**src/rtl/visca_cmd_sender_pkg.sv**
```systemverilog
// Shared definitions for the VISCA command sender: terminator byte,
// command indices, FSM state encoding and the length legality helper.
package visca_cmd_sender_pkg;

  localparam logic [7:0] VISCA_TERM = 8'hFF;

  localparam int CMD_ZOOM_STOP = 0;
  localparam int CMD_ZOOM_TELE = 1;
  localparam int CMD_ZOOM_WIDE = 2;
  localparam int CMD_INQ       = 3;

  typedef enum logic [2:0] {
    ST_IDLE = 3'd0,
    ST_LEN  = 3'd1,
    ST_LOAD = 3'd2,
    ST_SEND = 3'd3,
    ST_GAP  = 3'd4
  } state_e;

  // A length is legal when it is non-zero and addresses a ROM word (1..2^aw-1).
  // The comparison is unsigned on the full 8-bit length byte.
  function automatic logic len_legal(input logic [7:0] len, input int aw);
    return (len != 8'd0) && (32'(len) <= 32'((1 << aw) - 1));
  endfunction

endpackage

```
**src/rtl/visca_cmd_sender_if.sv**
```systemverilog
// Byte stream from the command sender to the camera UART transmitter.
// Handshake: a byte transfers on a clock edge where tx_valid & tx_ready.
// Once tx_valid is raised, tx_data and tx_valid stay stable until that
// transfer; tx_ready may change freely and never depends on tx_valid.
interface visca_cmd_sender_if;
  logic [7:0] tx_data;
  logic       tx_valid;
  logic       tx_ready;

  modport master (output tx_data, output tx_valid, input tx_ready);
  modport slave  (input tx_data, input tx_valid, output tx_ready);
endinterface

```
**src/rtl/visca_cmd_sender_rom_mux.sv**
```systemverilog
// Picks one command ROM's async output byte by the latched command index.
// Out-of-range indices read as zero (the FSM rejects them separately).
module visca_cmd_sender_rom_mux #(
  parameter int CMD_N  = 4,
  parameter int CMD_SW = 2
) (
  input  logic [CMD_N*8-1:0] rom_dout_i,
  input  logic [CMD_SW-1:0]  sel_i,
  output logic [7:0]         byte_o
);

  // Slice selection over all attached ROMs.
  always_comb begin
    byte_o = 8'h00;
    for (int k = 0; k < CMD_N; k++) begin
      if (sel_i == CMD_SW'(k)) byte_o = rom_dout_i[8*k +: 8];
    end
  end

endmodule

```
**src/rtl/visca_cmd_sender.sv**
```systemverilog
// Serialises a VISCA command stored reversed in a small async ROM
// (length at address 0, first wire byte at address len) onto the UART
// byte stream, then holds off new requests for GAP_CYC idle clocks.
module visca_cmd_sender
  import visca_cmd_sender_pkg::*;
#(
  parameter int CMD_N   = 4,
  parameter int CMD_SW  = 2,
  parameter int ROM_AW  = 3,
  parameter int GAP_CYC = 16
) (
  input  logic                 clk,
  input  logic                 rst_n,
  input  logic                 cmd_req,
  input  logic [CMD_SW-1:0]    cmd_sel,
  output logic                 cmd_ack,
  output logic                 busy,
  output logic                 done,
  output logic                 err_len,
  output logic                 err_term,
  output logic [ROM_AW-1:0]    rom_ad,
  input  logic [CMD_N*8-1:0]   rom_dout,
  visca_cmd_sender_if.master   tx,
  output state_e               state_dbg
);

  localparam int GW = $clog2(GAP_CYC + 1);

  state_e            state_q;
  logic [CMD_SW-1:0] sel_q;
  logic [ROM_AW-1:0] idx_q;
  logic [GW-1:0]     gap_q;
  logic [7:0]        tx_data_q;
  logic              tx_valid_q;
  logic              cmd_ack_q, busy_q, done_q, err_len_q, err_term_q;
  logic [7:0]        rom_byte;
  logic              sel_ok;

  visca_cmd_sender_rom_mux #(
    .CMD_N  (CMD_N),
    .CMD_SW (CMD_SW)
  ) u_rom_mux (
    .rom_dout_i (rom_dout),
    .sel_i      (sel_q),
    .byte_o     (rom_byte)
  );

  assign sel_ok = (32'(sel_q) < 32'(CMD_N));

  // Sequencer: request acceptance, length check, byte walk from idx=len
  // down to 1, then the post-command gap. idx_q doubles as the ROM address.
  always_ff @(posedge clk or negedge rst_n) begin
    if (!rst_n) begin
      state_q    <= ST_IDLE;
      sel_q      <= '0;
      idx_q      <= '0;
      gap_q      <= '0;
      tx_data_q  <= 8'h00;
      tx_valid_q <= 1'b0;
      cmd_ack_q  <= 1'b0;
      busy_q     <= 1'b0;
      done_q     <= 1'b0;
      err_len_q  <= 1'b0;
      err_term_q <= 1'b0;
    end else begin
      cmd_ack_q  <= 1'b0;
      done_q     <= 1'b0;
      err_len_q  <= 1'b0;
      err_term_q <= 1'b0;
      case (state_q)
        ST_IDLE: begin
          idx_q <= '0;
          if (cmd_req) begin
            sel_q     <= cmd_sel;
            cmd_ack_q <= 1'b1;
            busy_q    <= 1'b1;
            state_q   <= ST_LEN;
          end
        end
        ST_LEN: begin
          if (!sel_ok || !len_legal(rom_byte, ROM_AW)) begin
            err_len_q <= 1'b1;
            busy_q    <= 1'b0;
            state_q   <= ST_IDLE;
          end else begin
            idx_q   <= rom_byte[ROM_AW-1:0];
            state_q <= ST_LOAD;
          end
        end
        ST_LOAD: begin
          tx_data_q  <= rom_byte;
          tx_valid_q <= 1'b1;
          state_q    <= ST_SEND;
        end
        ST_SEND: begin
          // tx_valid_q is always high here, so tx_ready alone completes the transfer.
          if (tx.tx_ready) begin
            tx_valid_q <= 1'b0;
            if (idx_q == ROM_AW'(1)) begin
              done_q     <= 1'b1;
              err_term_q <= (tx_data_q != VISCA_TERM);
              gap_q      <= GW'(GAP_CYC - 1);
              idx_q      <= '0;
              state_q    <= ST_GAP;
            end else begin
              idx_q   <= idx_q - 1'b1;
              state_q <= ST_LOAD;
            end
          end
        end
        ST_GAP: begin
          if (gap_q == '0) begin
            busy_q  <= 1'b0;
            state_q <= ST_IDLE;
          end else begin
            gap_q <= gap_q - 1'b1;
          end
        end
        default: begin
          busy_q  <= 1'b0;
          state_q <= ST_IDLE;
        end
      endcase
    end
  end

  assign cmd_ack     = cmd_ack_q;
  assign busy        = busy_q;
  assign done        = done_q;
  assign err_len     = err_len_q;
  assign err_term    = err_term_q;
  assign rom_ad      = idx_q;
  assign tx.tx_data  = tx_data_q;
  assign tx.tx_valid = tx_valid_q;
  assign state_dbg   = state_q;

endmodule
```
**src/flat_wrapper.sv**
```systemverilog
// flat-port wrapper written by rule: the top's interface ports become plain ports
module visca_cmd_sender_flat import visca_cmd_sender_pkg::*;
#(
  parameter int CMD_N   = 4,
  parameter int CMD_SW  = 2,
  parameter int ROM_AW  = 3,
  parameter int GAP_CYC = 16
)
  (clk, rst_n, cmd_req, cmd_sel, cmd_ack, busy, done, err_len, err_term, rom_ad, rom_dout, state_dbg, tx_tx_data, tx_tx_valid, tx_tx_ready);
  visca_cmd_sender_if tx_i ();
  input  logic clk;
  input  logic rst_n;
  input  logic cmd_req;
  input  logic [CMD_SW-1:0] cmd_sel;
  output logic cmd_ack;
  output logic busy;
  output logic done;
  output logic err_len;
  output logic err_term;
  output logic [ROM_AW-1:0] rom_ad;
  input  logic [CMD_N*8-1:0] rom_dout;
  output state_e state_dbg;
  output wire logic [$bits(tx_i.tx_data)-1:0] tx_tx_data;
  output wire logic [$bits(tx_i.tx_valid)-1:0] tx_tx_valid;
  input wire logic [$bits(tx_i.tx_ready)-1:0] tx_tx_ready;
  assign tx_tx_data = tx_i.tx_data;
  assign tx_tx_valid = tx_i.tx_valid;
  assign tx_i.tx_ready = tx_tx_ready;
  visca_cmd_sender #(.CMD_N(CMD_N), .CMD_SW(CMD_SW), .ROM_AW(ROM_AW), .GAP_CYC(GAP_CYC)) u_core (.clk(clk), .rst_n(rst_n), .cmd_req(cmd_req), .cmd_sel(cmd_sel), .cmd_ack(cmd_ack), .busy(busy), .done(done), .err_len(err_len), .err_term(err_term), .rom_ad(rom_ad), .rom_dout(rom_dout), .tx(tx_i), .state_dbg(state_dbg));
endmodule
```
**config.mk**
```make
export PLATFORM = sky130hd
export DESIGN_NAME = visca_cmd_sender_flat
export DESIGN_NICKNAME = d
export VERILOG_FILES = /design/src/rtl/visca_cmd_sender_pkg.sv /design/src/rtl/visca_cmd_sender_if.sv /design/src/rtl/visca_cmd_sender_rom_mux.sv /design/src/rtl/visca_cmd_sender.sv /design/src/flat_wrapper.sv
export SDC_FILE = /design/constraint.sdc
export NUM_CORES = 1
export LEC_CHECK = 0
export ABC_AREA = 1
export BUFFER_PORTS_ARGS = -buffer_cell sky130_fd_sc_hd__buf_2
export CORE_AREA = 3 3 61 63
export CTS_CLUSTER_DIAMETER = 30
export DETAILED_ROUTE_END_ITERATION = 10
export DIE_AREA = 0 0 64 66
export GPL_TIMING_DRIVEN = 0
export PLACE_DENSITY = 0.77
export SYNTH_ARGS = -nofsm -noshare
export SYNTH_HDL_FRONTEND = slang
export SYNTH_SLANG_ARGS = --single-unit
```
**constraint.sdc**
```tcl
create_clock -name clk -period 1.9 [get_ports clk]
set_input_delay 0 -clock clk [delete_from_list [all_inputs] [get_ports clk]]
set_output_delay 0 -clock clk [all_outputs]
set_load 0.02 [all_outputs]
```
==> run_results.csv <==
group,metric,value,unit
status,status,"finished clean",
sta,fin_crit_sh,88.0,%
placed_design,dp_cells,310,
power_and_ir_drop,clkPwrFrac,8.8,%
clocking,clkLatencyLatePin,330,ps
floorplan,row_count,21,
sta,fin_tns_setup,0,ps
sta,fin_crit,1670,ps
worst_setup_path,required,2140,ps
yosys,synth_top_family_by_area,"simple AND/OR/NAND/NOR gates",
cells_and_area,area_growth,26.7,%
global_routing,grt_pass1_wl,6330,um
floorplan,initial_core_util,47.8,%
cells_and_area,diodes,0,
power_and_ir_drop,power_frac_comb,57.7,%
yosys,syn_area_per_cell,7.59,sq um
worst_setup_path,arrival,1920,ps
yosys,muxShareOfSynthArea,0,%
power_and_ir_drop,power_density,1470,nW/um^2
route,routed_wl,3690,um
sta,fmax,0.598,GHz
floorplan,dieHeight,66,um
clocking,cts_buffers,3,
sta,max_slew.worst_pin.slew,587,ps
flow_run,drv_cap,0,
clocking,cts.sink_count,27,
clocking,h-tree-depth,1,
sta,slew_violations,0,
global_routing,track_usage,19.0,%
clocking,cts_tree,"yes",
floorplan,die_w,64,um
worst_setup_path,critPathMaxFanout,8,
cells_and_area,stdcell_count,319,
route,drt-wirelength-per-cell,11.6,um
placed_design,dp_hpwl,2970,um
yosys,ys_types,25,
power_and_ir_drop,p_leak,1.12,nW
clocking,cts_setup_buffers,0,
route,post-route-drc-count,0,
yosys,synth_nets,249,
sta,fin_skew,1.41,ps
clocking,cts_buffer_depth,2,
worst_setup_path,critPathKind,"flop to flop",
yosys,synth_compound_area_share,7.97,%
worst_setup_path,rrSetupSlack,230,ps
floorplan,core,3280,sq um
cells_and_area,drive_gt1_share,29.3,%
power_and_ir_drop,ir_drop,0.689,mV
floorplan,num_io_pins,58,
global_routing,grt_max_degree,28,
yosys,synth_seq_cells,27,
floorplan,die-area,4220,sq um
worst_setup_path,critPathCaptureType,"flop",
clocking,clk_pin_slew,150,ps
power_and_ir_drop,p_int,0.00148,W
yosys,synth-seq-area-share,43.0,%
power_and_ir_drop,power.switching,0.00144,W
global_routing,antenna_found_initial,0,
sta,rsz0062_at_grt,"no",
yosys,synth-adder-area-share,3.19,%
placed_design,place_congestion,0.828,
worst_setup_path,crit_path_start_kind,"flop",
yosys,yosysWarningCount,0,
sta,hold_viol,0,
route,vias_per_cell,4.83,
clocking,root_buffer,"clkbuf_4",
route,drtIter0Drc,72,
power_and_ir_drop,netSwitchingFraction,49.3,%
min_path,hp-class,"primary input to flop",
global_routing,grt-ovfl-total,0,
placed_design,portBuffers,57,
yosys,synth_xor_xnor_area_share,0.558,%
route,vias,1540,
route,ant_nets,0,
power_and_ir_drop,p_seq_share,33.4,%
yosys,syn-cell-area,1570,sq um
yosys,synth-simple-area-share,36.9,%
route,first_pass_iters,4,
yosys,netlist_instances,207,
sta,setup_viol,0,
global_routing,grt_pass1_vias,1478,
cells_and_area,finalNetCount,316,
sta,maxSlewHeadroom,60.8,%
-- critical path: stages, from the launching register on --
cell     delay (ps)
dfrtp_1         470
nor2_2          320
nand2_1          90
nand3_1         100
nand2_1         100
nand3_1         140
nand3_2         100
nand2_4         100
nand2_4          50
nand2_1          60
nand2_1          50
-- cell usage in the layout (no fill, tap or decap) --
master | Yosys | layout
o21ai_0 | 17 | 17
nand3_1 | 19 | 19
nand4_4 | 1 | 1
buf_6 | 2 | 2
dlygate4sd3_1 | 0 | 5
nor3_1 | 2 | 2
nand3_2 | 1 | 1
nor2_2 | 6 | 6
a22oi_1 | 1 | 1
nand2_4 | 3 | 3
nand2_2 | 1 | 1
nand4_1 | 6 | 6
or2_1 | 3 | 3
or2_0 | 2 | 2
o21ai_2 | 1 | 1
clkbuf_1 | 1 | 2
a21oi_1 | 1 | 1
inv_1 | 24 | 24
clkbuf_4 | 0 | 3
o22ai_1 | 3 | 3
nand2_1 | 65 | 65
dfrtp_1 | 27 | 27
nor2_4 | 1 | 1
nor2_1 | 11 | 11
buf_2 | 0 | 57
xnor2_1 | 1 | 1
ha_1 | 4 | 4
inv_2 | 4 | 4
-- what timing repair did --
item	4_1_cts	5_1_grt
resized for setup	0	0
endpoints found under the hold margin	32	0
hold buffers	5	0
-- area by class of cell --
| cell class | count | area [sq um] |
|---|---|---|
| clock buffers | 4 | 26.3 |
| flip-flops and latches | 27 | 676 |
| well taps | 46 | 57.6 |
| inverters | 28 | 105 |
| fillers | 324 | 1290 |
| plain buffers | 3 | 26.3 |
| repair buffers | 62 | 335 |
| multi-input cells | 149 | 763 |
-- logic make-up (layout without fill, tap and decap cells) --
| group | after synthesis | in the layout |
|---|---|---|
| simple gates | 121 | 121 |
| buf+inv | 31 | 97 |
| flops | 27 | 27 |
| compound gates | 23 | 23 |
| fa+ha+maj | 4 | 4 |
| xor+xnor | 1 | 1 |
-- power by group through the flow --
stage / Clock, W / Sequential (W) / Combinational (W)
2_1_floorplan: 0 / 0.00116 / 0.00104
3_3_place_gp: 0 / 0.000987 / 0.00165
3_5_place_dp: 0 / 0.000991 / 0.00168
4_1_cts: 0.000260 / 0.000979 / 0.00169
5_1_grt: 0.000273 / 0.00102 / 0.00191
6_report: 0.000258 / 0.000976 / 0.00168
-- cells in the mapped netlist (all sizes together) --
cell type / number / area (sq um)
nand2: 69 / 284
inv: 28 / 105
dfrtp: 27 / 676
nand3: 20 / 105
nor2: 18 / 90.1
o21ai: 18 / 93.8
nand4: 7 / 58.8
or2: 5 / 31.3
ha: 4 / 50.1
o22ai: 3 / 18.8
buf: 2 / 22.5
nor3: 2 / 10.0
a21oi: 1 / 5.00
a22oi: 1 / 7.51
clkbuf: 1 / 3.75
xnor2: 1 / 8.76
-- per-layer routing --
metal  wire, um  vias up  global-route usage, %
li1           -      794                      -
met4         30        0                   5.93
met1       1650      703                   25.0
met5          0        -                      0
met2       1860       40                   32.8
met3        159        3                   1.87
-- state kept, by name, indices dropped and copies added (netlist names) --
register	cells
u_core.busy	1
u_core.done	1
u_core.cmd_ack	1
u_core.rom_ad	3
u_core.state_dbg	3
u_core.gap_q	5
u_core.tx.tx_data	8
u_core.err_len	1
u_core.err_term	1
u_core.tx.tx_valid	1
u_core.sel_q	2
-- per-stage QoR --
step | hold slack, ps | setup WS (ps) | total power [W] | cell area, sq um | util, %
global placement | 32.2 | 274 | 0.00264 | 1910 | 58.2
global route | 64.2 | 30.6 | 0.00320 | 1990 | 60.6
floorplan | -296 | 442 | 0.00221 | 1570 | -
finish | 22.4 | 228 | 0.00292 | 1990 | 60.6
detailed placement | 43.2 | 241 | 0.00267 | 1910 | 58.2
CTS | 27.4 | 236 | 0.00293 | 1990 | 60.6
-- worst paths after layout --
check | startpoint | end | cells past startpoint
max reg2reg | u_core.sel_q[0] | u_core.rom_ad[2] | 10
min | rom_dout[23] | u_core.tx.tx_data[7] | 5
min in group asynchronous | rst_n | u_core.tx.tx_data[3] | 2
min reg2reg | u_core.busy | u_core.busy | 2
max | u_core.sel_q[0] | u_core.rom_ad[2] | 10
max in group asynchronous | rst_n | u_core.rom_ad[0] | 2
Power figures use the tool's default switching activity.
